File: src/rtl/video_timing_pkg.sv
// Shared types and elaboration-time helpers for the video timing generator.
package video_timing_pkg;

    typedef struct packed {
        logic hsync;
        logic vsync;
        logic hblank;
        logic vblank;
        logic frame_start;
    } video_flags_t;

    // Flags describing pixel (0,0), which is also the reset state.
    localparam video_flags_t FLAGS_RESET = '{
        hsync: 1'b0, vsync: 1'b0, hblank: 1'b0, vblank: 1'b0, frame_start: 1'b1
    };

    function automatic int timing_total(input int active, input int fp, input int sync, input int bp);
        return active + fp + sync + bp;
    endfunction

    function automatic int cnt_width(input int n);
        return (n <= 1) ? 1 : $clog2(n);
    endfunction

endpackage

File: src/rtl/video_ce_gen.sv
// Pixel clock-enable divider: ce_pix is a single-cycle pulse every CE_DIV clk_sys cycles.
module video_ce_gen
    import video_timing_pkg::*;
#(
    parameter int CE_DIV = 4
) (
    input  logic clk_sys,
    input  logic reset,
    output logic ce_pix
);

    localparam int              DW       = cnt_width(CE_DIV);
    localparam logic [DW-1:0]   DIV_LAST = DW'(CE_DIV - 1);

    logic [DW-1:0] div;

    // NOTE: sequential state uses non-blocking assignments so every register samples pre-edge values.
    always_ff @(posedge clk_sys) begin
        if (reset) begin
            div    <= '0;
            ce_pix <= 1'b0;
        end else begin
            ce_pix <= (div == DIV_LAST);
            div    <= (div == DIV_LAST) ? '0 : div + 1'b1;
        end
    end

endmodule

File: src/rtl/video_timing_gen.sv
// Raster timing source: pixel enable, sync/blank pulses and coordinates for video_mixer.
// Outputs are registered from the next counter values, so they describe the pixel being presented.
module video_timing_gen
    import video_timing_pkg::*;
#(
    parameter int  CE_DIV     = 4,
    parameter int  H_ACTIVE   = 640,
    parameter int  H_FP       = 16,
    parameter int  H_SYNC     = 64,
    parameter int  H_BP       = 48,
    parameter int  V_ACTIVE   = 240,
    parameter int  V_FP       = 3,
    parameter int  V_SYNC     = 3,
    parameter int  V_BP       = 16,
    parameter int  V_EXTRA    = 50,
    localparam int H_TOTAL    = timing_total(H_ACTIVE, H_FP, H_SYNC, H_BP),
    localparam int V_TOTAL_60 = timing_total(V_ACTIVE, V_FP, V_SYNC, V_BP),
    localparam int V_TOTAL_50 = V_TOTAL_60 + V_EXTRA,
    localparam int HW         = cnt_width(H_TOTAL),
    localparam int VW         = cnt_width(V_TOTAL_50)
) (
    input  logic          clk_sys,
    input  logic          reset,
    input  logic          mode50,
    output logic          ce_pix,
    output logic          HSync,
    output logic          VSync,
    output logic          HBlank,
    output logic          VBlank,
    output logic [HW-1:0] hcount,
    output logic [VW-1:0] vcount,
    output logic          frame_start
);

    if (CE_DIV < 1 || H_SYNC < 1 || V_SYNC < 1) begin : g_bad_params
        $error("video_timing_gen: CE_DIV must be >= 1 and sync widths must be non-zero");
    end

    localparam logic [HW-1:0] H_LAST    = HW'(H_TOTAL - 1);
    localparam logic [VW-1:0] V_LAST_60 = VW'(V_TOTAL_60 - 1);
    localparam logic [VW-1:0] V_LAST_50 = VW'(V_TOTAL_50 - 1);

    video_ce_gen #(.CE_DIV(CE_DIV)) u_ce_gen (
        .clk_sys (clk_sys),
        .reset   (reset),
        .ce_pix  (ce_pix)
    );

    logic          mode50_l;
    logic [HW-1:0] h_next;
    logic [VW-1:0] v_next;
    logic          v_wrap;
    int            h_pos;
    int            v_pos;
    video_flags_t  flags;
    video_flags_t  flags_next;

    // NOTE: every variable gets a default at the top of always_comb so no path can infer a latch.
    always_comb begin
        h_next     = hcount;
        v_next     = vcount;
        v_wrap     = 1'b0;
        flags_next = flags;
        if (ce_pix) begin
            if (hcount == H_LAST) begin
                h_next = '0;
                if (vcount == (mode50_l ? V_LAST_50 : V_LAST_60)) begin
                    v_next = '0;
                    v_wrap = 1'b1;
                end else begin
                    v_next = vcount + 1'b1;
                end
            end else begin
                h_next = hcount + 1'b1;
            end
        end
        h_pos = int'(h_next);
        v_pos = int'(v_next);
        flags_next.hblank      = (h_pos >= H_ACTIVE);
        flags_next.hsync       = (h_pos >= H_ACTIVE + H_FP) && (h_pos < H_ACTIVE + H_FP + H_SYNC);
        flags_next.vblank      = (v_pos >= V_ACTIVE);
        flags_next.vsync       = (v_pos >= V_ACTIVE + V_FP) && (v_pos < V_ACTIVE + V_FP + V_SYNC);
        flags_next.frame_start = (h_pos == 0) && (v_pos == 0);
    end

    // The frame-length selector only changes on the frame wrap, so a frame never changes length mid-way.
    always_ff @(posedge clk_sys) begin
        if (reset) begin
            hcount   <= '0;
            vcount   <= '0;
            mode50_l <= 1'b0;
            flags    <= FLAGS_RESET;
        end else if (ce_pix) begin
            hcount <= h_next;
            vcount <= v_next;
            flags  <= flags_next;
            if (v_wrap) begin
                mode50_l <= mode50;
            end
        end
    end

    assign HSync       = flags.hsync;
    assign VSync       = flags.vsync;
    assign HBlank      = flags.hblank;
    assign VBlank      = flags.vblank;
    assign frame_start = flags.frame_start;

endmodule

File: config.mk
export PLATFORM = sky130hd
export DESIGN_NAME = video_timing_gen
export DESIGN_NICKNAME = d
export VERILOG_FILES = /design/src/rtl/video_timing_pkg.sv /design/src/rtl/video_ce_gen.sv /design/src/rtl/video_timing_gen.sv
export SDC_FILE = /design/constraint.sdc
export NUM_CORES = 1
export LEC_CHECK = 0
export ABC_CLOCK_PERIOD_IN_PS = 2250
export BUFFER_PORTS_ARGS = -buffer_cell sky130_fd_sc_hd__clkbuf_2
export CAP_MARGIN = 25
export CORE_MARGIN = 2
export CORE_UTILIZATION = 53
export CTS_BUF_LIST = sky130_fd_sc_hd__clkbuf_8
export DETAILED_ROUTE_END_ITERATION = 10
export GPL_ROUTABILITY_DRIVEN = 0
export PLACE_DENSITY_LB_ADDON = 0.3
export SETUP_SLACK_MARGIN = 0.02
export SYNTH_ARGS = -nofsm -noshare
export SYNTH_HDL_FRONTEND = slang
export SYNTH_SLANG_ARGS = --single-unit
export TNS_END_PERCENT = 20
File: constraint.sdc
create_clock -name clk_sys -period 2.25 [get_ports clk_sys]
set_input_delay 0.225 -clock clk_sys [delete_from_list [all_inputs] [get_ports clk_sys]]
set_output_delay 0.225 -clock clk_sys [all_outputs]
set_load 0.05 [all_outputs]
Word level (Yosys, flattened, before mapping)
Cells that the tools add are included.
{ "word_totals": {"ff_bits": 28, "input_bits": 3} }
{ "op_classes": {"magnitude_cmp": 6, "n_mux": 9, "n_reduce_logical": 7, "add_sub_neg": 3, "n_eq_ne": 3} }
{ "op_table": {"columns": ["cell", "count"], "rows": [
  ["$mux W9", 3],
  ["$ge A10 B10 Y1 const B", 2],
  ["$mux W10", 2],
  ["$ge A9 B8 Y1 const B", 2],
  ["$add A10 B1 Y10 const B", 1],
  ["$eq A10 B10 Y1 const B", 1],
  ["$logic_not A10 Y1", 1],
  ["$lt A10 B10 Y1 const B", 1],
  ["$add A9 B1 Y9 const B", 1],
  ["$eq A9 B9 Y1", 1],
  ["$logic_not A9 Y1", 1],
  ["$lt A9 B8 Y1 const B", 1],
  ["$mux W6", 1],
  ["$logic_and A1 B1 Y1", 3],
  ["$mux W1", 3],
  ["$add A2 B1 Y2 const B", 1],
  ["$eq A2 B2 Y1 const B", 1],
  ["$reduce_and A2 Y1", 1],
  ["$reduce_or A2 Y1", 1]
]} }

Longest topological paths before layout
Gate-level depths: netlist of the first run.
{ "logic_depth": {"ltp_word": 7, "depth_mapped": 9, "depth_no_buf": 7} }

By module
A second synthesis of the first run with hierarchy kept.
{ "hier_totals": {"cells_unflattened": 206, "area_unflattened_um2": 1657.8} }
{ "by_module_without_submodules": {"columns": ["mod", "area_per_inst_um2", "cells_per_inst", "seq_area_each_um2", "n_inst"], "rows": [
  ["video_timing_gen", 1554.0, 199, 500.5, 1],
  ["video_ce_gen", 103.8, 7, 60.1, 1]
]} }

Worst setup path after synthesis of the first run
No wires, ideal clock.
{ "synth_path": {"kind": "register to register", "from": "reg hcount[0]", "to": "reg flags (netlist bit frame_start)", "t_arrival_ns": 2.627, "required_ns": 2.166, "synth_period_minus_slack_ns": 2.712, "stages_incl_launch_ff": 9, "path_slack_ns": -0.462, "setup_ns": 0.084, "cell_sequence": "dfxtp_1 -> ha_1 -> clkbuf_1 -> and4_2 -> nand3_2 -> or4_2 -> o311a_2 -> nand4b_1 -> o31ai_2"} }
{ "synth_via": {"elab_chain_len": 5, "word_cells_on_any_way": 9} }
{ "synth_rtl": {"columns": ["item", "line", "text"], "rows": [
  ["from (decl)", "video_timing_gen.sv:30", "output logic [HW-1:0] hcount,"],
  ["from (signal assigned)", "video_timing_gen.sv:94", "hcount <= h_next;"],
  ["$add A10 B1 Y10 or $eq A10 B10 Y1 (tied branches)", "video_timing_gen.sv:74, video_timing_gen.sv:65", null],
  ["$mux W10 or $mux W9 (tied branches)", "video_timing_gen.sv:65", "if (hcount == H_LAST) begin"],
  ["$mux W10 or $mux W9 (tied branches)", "video_timing_gen.sv:64", "if (ce_pix) begin"],
  ["$logic_not A10 Y1 or $logic_not A9 Y1 (tied branches)", "video_timing_gen.sv:83", "flags_next.frame_start = (h_pos == 0) && (v_pos == 0);"],
  ["$logic_and A1 B1 Y1 (*)", "video_timing_gen.sv:83", null],
  ["to (signal assigned)", "video_timing_gen.sv:96", "flags <= flags_next;"],
  ["to (decl)", "video_timing_gen.sv:55", "video_flags_t flags;"]
]} }
Every way passes the cells marked *; elsewhere a longest branch is shown, timed or not.
A chain may end at the register's enable or synchronous reset.

Final worst setup path of the first run
{ "layout_path": {"from": "reg vcount[1]", "to": "reg flags (netlist bit frame_start)"} }
{ "layout_via": {"elab_chain_len": 6, "word_cells_on_any_way": 7} }
{ "layout_rtl": {"columns": ["item", "line", "text"], "rows": [
  ["from (decl)", "video_timing_gen.sv:31", "output logic [VW-1:0] vcount,"],
  ["from (signal assigned)", "video_timing_gen.sv:95", "vcount <= v_next;"],
  ["$add A9 B1 Y9 or $eq A9 B9 Y1 (tied branches)", "video_timing_gen.sv:71, video_timing_gen.sv:67", null],
  ["$mux W9", "video_timing_gen.sv:67", "if (vcount == (mode50_l ? V_LAST_50 : V_LAST_60)) begin"],
  ["$mux W9", "video_timing_gen.sv:65", null],
  ["$mux W9 (*)", "video_timing_gen.sv:64", null],
  ["$logic_not A9 Y1 (*)", "video_timing_gen.sv:83", null],
  ["$logic_and A1 B1 Y1 (*)", "video_timing_gen.sv:83", null]
]} }
Marks and branches as above.

==> impl_metrics.ini, run 1 <==
[floorplan]
core_um2 = 3311
initial_utilization_pct = 54.76
die_x_um = 62.49
rows = 21
dieArea_um2 = 3904
num_io_pins = 28
dieHeight_um = 62.49

[flow_run]
max_cap_viol_count = 0

[worst_hold_path]
hold_path_depth = 3
hp-class = input pin to flop
hold_start = mode50
hold_path_end = mode50_l$_SDFFE_PP0P_

[cts]
clk_latency_ns = 0.28
cts_max_path_buffers = 2
cts_hold_buf = 0
cts-root-buf = clkbuf_8
htree_num_levels = 1
post-cts-setup-buffer-count = 0
cts_made_buffers = 3
cts_resized = 0
cts_tree = yes
cts_sinks = 28
cts.reportedPaths.clkPinSlew_ns = 0.10

[worst_setup_path]
r2r-start = vcount[1]$_SDFFE_PP0P_
cp_slowest_cell = or4_4
cp_top_family = simple AND/OR/NAND/NOR gates
path_buf_inv = 1
critical_path_class = flop to flop
startpoint_type = flop
endpoint_kind = flop
reg2reg_to = frame_start$_SDFFE_PP1P_
arrival_ns = 2.32
cp_num_cells = 7
rrSetupSlack_ns = 0.13
slowest_delay_ns = 0.53
cp.required_ns = 2.46
ff2ff_path_depth = 7
worstPathMaxFanout = 12
path_cells = or4_4, a2111oi_4, buf_4, nor2_1, a211oi_2, nand4b_1, o31ai_2

[global_routing]
grt_use_total_pct = 23.76
grt_pass1_wl_um = 7514
grt_antenna_before_repair = 0
grt.overflow.total = 0
grt_max_degree = 26
grt_pass1_vias = 1552

[final_layout]
antenna_cells = 0
multiInputGateArea_um2 = 1119
final_cells = 288
area_delta_synth_final_pct = 13.94
fillerInstances = 316
final_area_um2 = 2066
layout.nets = 249
regArea_um2 = 578.1
drive_above_1_share_pct = 30.99

[detailed_routing]
drtIter0Drc = 130
detailroute.via_count = 1717
wire_per_inst_um = 15.00
first_pass_iters = 4
routed_wl_um = 4321
vias_per_cell = 5.962
drc = 0
ant_nets = 0

[synth]
ys_ff_latch = 28
yosys.area.top_type = dfxtp_1
synthTopCellsByArea = dfxtp_1 31%, nor2_1 5.6%, a21oi_1 4.4%, nand2_1 3.3%, nand4_1 3.1%
synth_top_cell_area_share_pct = 30.92
synthArstFlopShare_pct = 0
yosys_most_used_dff = dfxtp_1
yosysWarnings = 0
synth.avg_cell_area_um2 = 8.433
synth_edf_count = 0
synth_area_um2 = 1813
ys_seq_area_share_pct = 30.92
synthCells = 215
yosysUniqueCellTypes = 59
syn_nets = 221

[timing]
skew_ns = 0.006895
finalSetupViolCount = 0
finalCritPeriodShare_pct = 94.01
fin_setup_tns_ns = 0
hold_viol = 0
worstMarginPinSlew_ns = 0.5111
timing.fmax_mhz = 472.7
relSlewSlack_pct = 65.92
rsz0062_at_grt = false
post-route-min-period_ns = 2.115
finalMaxSlewViolations = 0

[placement]
port_buffers = 27
dp.cells = 284
dp_hpwl_um = 3144
placed_area_um2 = 1993

[power]
irDropWorstVdd_mv = 0.3645
cellPowerDensity_nw_per_um2 = 462.5
leakagePower_nw = 0.7902

[status]
run_status = completed
[tightest hold or removal path: stages]
cell	delay, ns
clkbuf_2	0.08
nand3_1	0.05
a21oi_1	0.05
[synthesized netlist by cell type (2+ instances only)]
cell and instances:
nor2_1 27, inv_1 6, and3_1 4, ha_1 3, and4_1 2, nand4b_1 3
buf_2 2, o22a_1 2, o21ai_1 3, mux2i_1 2, nor4b_1 2, o21ai_0 3
nand3_1 8, nand4_1 9, a211oi_2 2, xnor2_1 6, xor2_1 4, nor4_1 3
and3_2 4, nor3_1 7, nor3b_1 3, a21oi_1 16, o2111ai_1 2, dfxtp_1 28
and2b_2 2, a211oi_1 2, nand2_1 16, and2_1 6, clkbuf_8 2, clkbuf_1 5
buf_6 3
[where the power goes]
part	internal (mW)	switching (mW)	total [mW]	leakage, nW
clock	0.239	0.166	0.405	0.0357
sequential	0.501	0.00662	0.508	0.232
combinational	0.0142	0.0289	0.0431	0.523
total	0.754	0.201	0.955	0.790
[state kept, by name (all words and copies together) (netlist names)]
signal and cells:
VSync 1, mode50_l 1, HSync 1, HBlank 1, u_ce_gen.div 2, VBlank 1
hcount 10, frame_start 1, u_ce_gen.ce_pix 1, vcount 9
[layout make-up]
type                            instances  share of cell area (%)
Clock buffer                            3                   1.999
Clock inverter                          1                   1.454
Inverter                                6                   1.090
Multi-Input combinational cell        166                   54.15
Sequential cell                        28                   27.98
Tap cell                               46                   2.786
Timing Repair Buffer                   38                   10.54
[cells in the final DEF (no fill, tap or decap), drive strengths merged, types with 3 or more instances in the layout]
cell type   n
o2111ai     3
clkbuf     30
nand3       9
a21oi      17
nand4b      3
inv         6
nor3        7
nand4       9
o21ai       7
and4        3
nor2       27
ha          3
nor4        4
buf        11
dfxtp      28
nor3b       3
and3        8
nand2      16
and2        6
xnor2       6
a211oi      4
xor2        4
[worst max-delay path by stage]
stage | from | endpoint
6_report | vcount[1]$_SDFFE_PP0P_ | frame_start$_SDFFE_PP1P_
2_1_floorplan | hcount[0]$_SDFFE_PP0P_ | frame_start$_SDFFE_PP1P_
5_1_grt | hcount[2]$_SDFFE_PP0P_ | frame_start$_SDFFE_PP1P_
3_3_place_gp | hcount[3]$_SDFFE_PP0P_ | frame_start$_SDFFE_PP1P_
4_1_cts | hcount[3]$_SDFFE_PP0P_ | frame_start$_SDFFE_PP1P_
3_5_place_dp | hcount[3]$_SDFFE_PP0P_ | frame_start$_SDFFE_PP1P_
[routing by layer]
layer | part of all wire, % | vias to the layer above | global-route usage (%) | wire length (µm)
met5 | 0 | - | 0 | 0
met4 | 1.4 | 0 | 7.500 | 59
met3 | 6.3 | 8 | 3.063 | 271
met2 | 45 | 74 | 36.83 | 1952
met1 | 47 | 789 | 34.23 | 2037
li1 | - | 846 | - | -
[through the flow]
stage | utilization [%] | total power, mW | hold WS, ns | setup WS (ns)
floorplan | - | 0.5526 | 0.3725 | 0.02255
global placement | 60.20 | 0.5620 | 0.4184 | 0.1708
detailed placement | 60.20 | 0.5626 | 0.4300 | 0.1456
CTS | 62.36 | 0.9583 | 0.1763 | 0.1257
global route | 62.40 | 0.9881 | 0.1843 | 0.03868
finish | 62.40 | 0.9553 | 0.1724 | 0.1347
[logic make-up after synthesis]
family                     after synthesis  synth area share (%)
AOI/OAI and AO/OA                       47                 19.67
xor gates and xnor gates                10                 4.831
adders and majority gates                3                 2.071
buffers and inverters                   21                 8.627
DFF                                     28                 30.92
muxes                                    2                 1.104
and+or+nand+nor                        104                 32.78
Power figures use the tool's default switching activity.
==> inputs of run 2 (changes only) <==
--- a/config.mk
+++ b/config.mk
@@ -5,11 +5,12 @@
 export SDC_FILE = /design/constraint.sdc
 export NUM_CORES = 1
 export LEC_CHECK = 0
+export ABC_AREA = 1
 export ABC_CLOCK_PERIOD_IN_PS = 2250
 export BUFFER_PORTS_ARGS = -buffer_cell sky130_fd_sc_hd__clkbuf_2
 export CAP_MARGIN = 25
 export CORE_MARGIN = 2
-export CORE_UTILIZATION = 53
+export CORE_UTILIZATION = 52
 export CTS_BUF_LIST = sky130_fd_sc_hd__clkbuf_8
 export DETAILED_ROUTE_END_ITERATION = 10
 export GPL_ROUTABILITY_DRIVEN = 0
==> run 2 against run 1 <==
Net effect: die area shrank 11%; combinational power grew 46%; final cell count grew 3.8%; total power grew 1.7%; worst setup slack gained 0.16 ns.
==> impl_metrics.ini, run 2 <==
[final_layout]
top_regs = hcount x10, vcount x9, u_ce_gen.div x2
drive_above_1_share_pct = 19.03
antenna_cells = 0
regMostFlops = hcount
fillerInstances = 261
layout_commonest_cell = nor2_1
area_delta_synth_final_pct = 16.61
largest_reg_flops = 10
final_area_um2 = 1836
multiInputGateArea_um2 = 888.4
layout.nets = 275
mostFrequentLayoutCells = 48 x nor2_1, 47 x nand2_1, 28 x inv_1
regArea_um2 = 563.0

[synth]
synthTopCellsByArea = dfxtp_1 36%, nor2_1 11%, nand2_1 11%, nand3_1 7.3%, inv_1 6.7%
synth_top_cell_area_share_pct = 35.61
synth_xor_area_share_pct = 1.113
ys_seq_area_share_pct = 35.61
yosys_most_used_dff = dfxtp_1
synthMuxAreaShare_pct = 0.6359
synthArstFlopShare_pct = 0
yosysWarnings = 0
synthMostInstantiatedCell = nor2_1
ys_ff_latch = 28
synth-compound-area-share_pct = 10.17
synthCells = 237
synth_edf_count = 0
synth.avg_cell_area_um2 = 6.641
synth_top_family_by_area = simple AND/OR/NAND/NOR gates
synth_area_um2 = 1574
synthSimpleGateAreaFrac_pct = 42.13
synth_commonest_cells = 48 x nor2_1, 47 x nand2_1, 28 x dfxtp_1, 28 x inv_1, 23 x nand3_1
yosysUniqueCellTypes = 29
syn_nets = 243
yosys.area.top_type = dfxtp_1
synthAdderAreaFrac_pct = 2.385

[detailed_routing]
first_pass_iters = 4
drc = 0
drtIter0Drc = 98
wire_per_inst_um = 11.95
detailroute.via_count = 1601
routed_wl_um = 3573
ant_nets = 0
vias_per_cell = 5.355

[global_routing]
grt_pass1_wl_um = 6168
grt_use_total_pct = 22.41
grt_antenna_before_repair = 0
grt.overflow.total = 0
grt_pass1_vias = 1413
grt_max_degree = 25

[timing]
hold_slack_ns = 0.2617
worstMarginPinSlew_ns = 0.5050
fin_ws_ns = 0.2925
post-route-min-period_ns = 1.958
timing.fmax_mhz = 510.9
finalCritPeriodShare_pct = 87.00
fin_setup_tns_ns = 0
skew_ns = 0.005974
relSlewSlack_pct = 66.33
finalSetupViolCount = 0
hold_viol = 0
finalMaxSlewViolations = 0
rsz0062_at_grt = false

[worst_setup_path]
cp.required_ns = 2.46
arrival_ns = 2.17
critical_path_class = flop to flop
endpoint_kind = flop
worstPathMaxFanout = 8
startpoint_type = flop

[floorplan]
dieArea_um2 = 3483
die_x_um = 59.02
initial_utilization_pct = 56.11
num_io_pins = 28
dieHeight_um = 59.02
core_um2 = 2805
rows = 19

[power]
leakagePower_nw = 0.8814
irDropWorstVdd_mv = 0.4002
cellPowerDensity_nw_per_um2 = 529.3

[cts]
clk_latency_ns = 0.27
cts_hold_buf = 0
cts-root-buf = clkbuf_8
htree_num_levels = 1
cts.reportedPaths.clkPinSlew_ns = 0.10
cts_tree = yes
cts_sinks = 28
cts_max_path_buffers = 2
cts_made_buffers = 3

[worst_hold_path]
hp-class = input pin to flop

[placement]
dp_hpwl_um = 2665
placed_area_um2 = 1747
port_buffers = 27
dp_slack_ns = 0.2601

[status]
run_status = completed

[flow_run]
max_cap_viol_count = 0
## run 2: cells by family (layout without fill, tap and decap cells)
family	after synthesis	after routing
AOI/OAI and AO/OA	29	29
xor gates and xnor gates	2	2
adders and majority gates	3	3
buffers and inverters	33	64
DFF	28	28
muxes	1	1
and+or+nand+nor	141	141
## run 2: worst paths after layout
kind	start	end	slack [ns]	cells after the start
worst min register to register	u_ce_gen.div[0]$_SDFF_PP0_	u_ce_gen.div[0]$_SDFF_PP0_	0.44	1
worst max-delay path	hcount[0]$_SDFFE_PP0P_	frame_start$_SDFFE_PP1P_	0.29	10
worst min-delay path	mode50	mode50_l$_SDFFE_PP0P_	0.26	3
worst max register to register	hcount[0]$_SDFFE_PP0P_	frame_start$_SDFFE_PP1P_	0.29	10
## run 2: area by class of cell
type                            count  area share (%)
Multi-Input combinational cell    176           48.40
Inverter                           29           5.930
Tap cell                           31           2.113
Clock inverter                      1           1.636
Timing Repair Buffer               31           8.998
Clock buffer                        3           2.249
Sequential cell                    28           30.67
## run 2: where the power goes
group          switching (mW)  internal (mW)  total [mW]
logic                  0.0460         0.0169      0.0629
clock network           0.157          0.238       0.395
registers             0.00812          0.506       0.514
total                   0.211          0.761       0.972
## run 2: critical path: stages, from the launching register on
cell and delay (ns):
dfxtp_2 0.38, ha_1 0.19, nand2_2 0.09, nor2_4 0.17, nand3_4 0.16, nor2_8 0.22
buf_4 0.14, o21ai_1 0.09, nor2_1 0.18, nand4_1 0.12, o21ai_1 0.15
## run 2: metal layers
metal  GRT usage, %  part of all wire [%]
met1          30.87                    48
met5              0                     0
met2          36.51                    45
met3          2.620                   5.5
met4          7.468                   1.3
## run 2: stage by stage
stage	power (mW)	util, %	std cells
finish	0.9716	65.43	299
global route	1.000	65.43	299
CTS	0.9774	64.81	297
detailed placement	0.5874	62.27	293
global placement	0.5865	62.27	293
floorplan	0.5705	-	237
## run 2: timing repair
action	CTS	global route
setup buffers	0	2
setup endpoints to repair	0	1
resized for setup	0	2
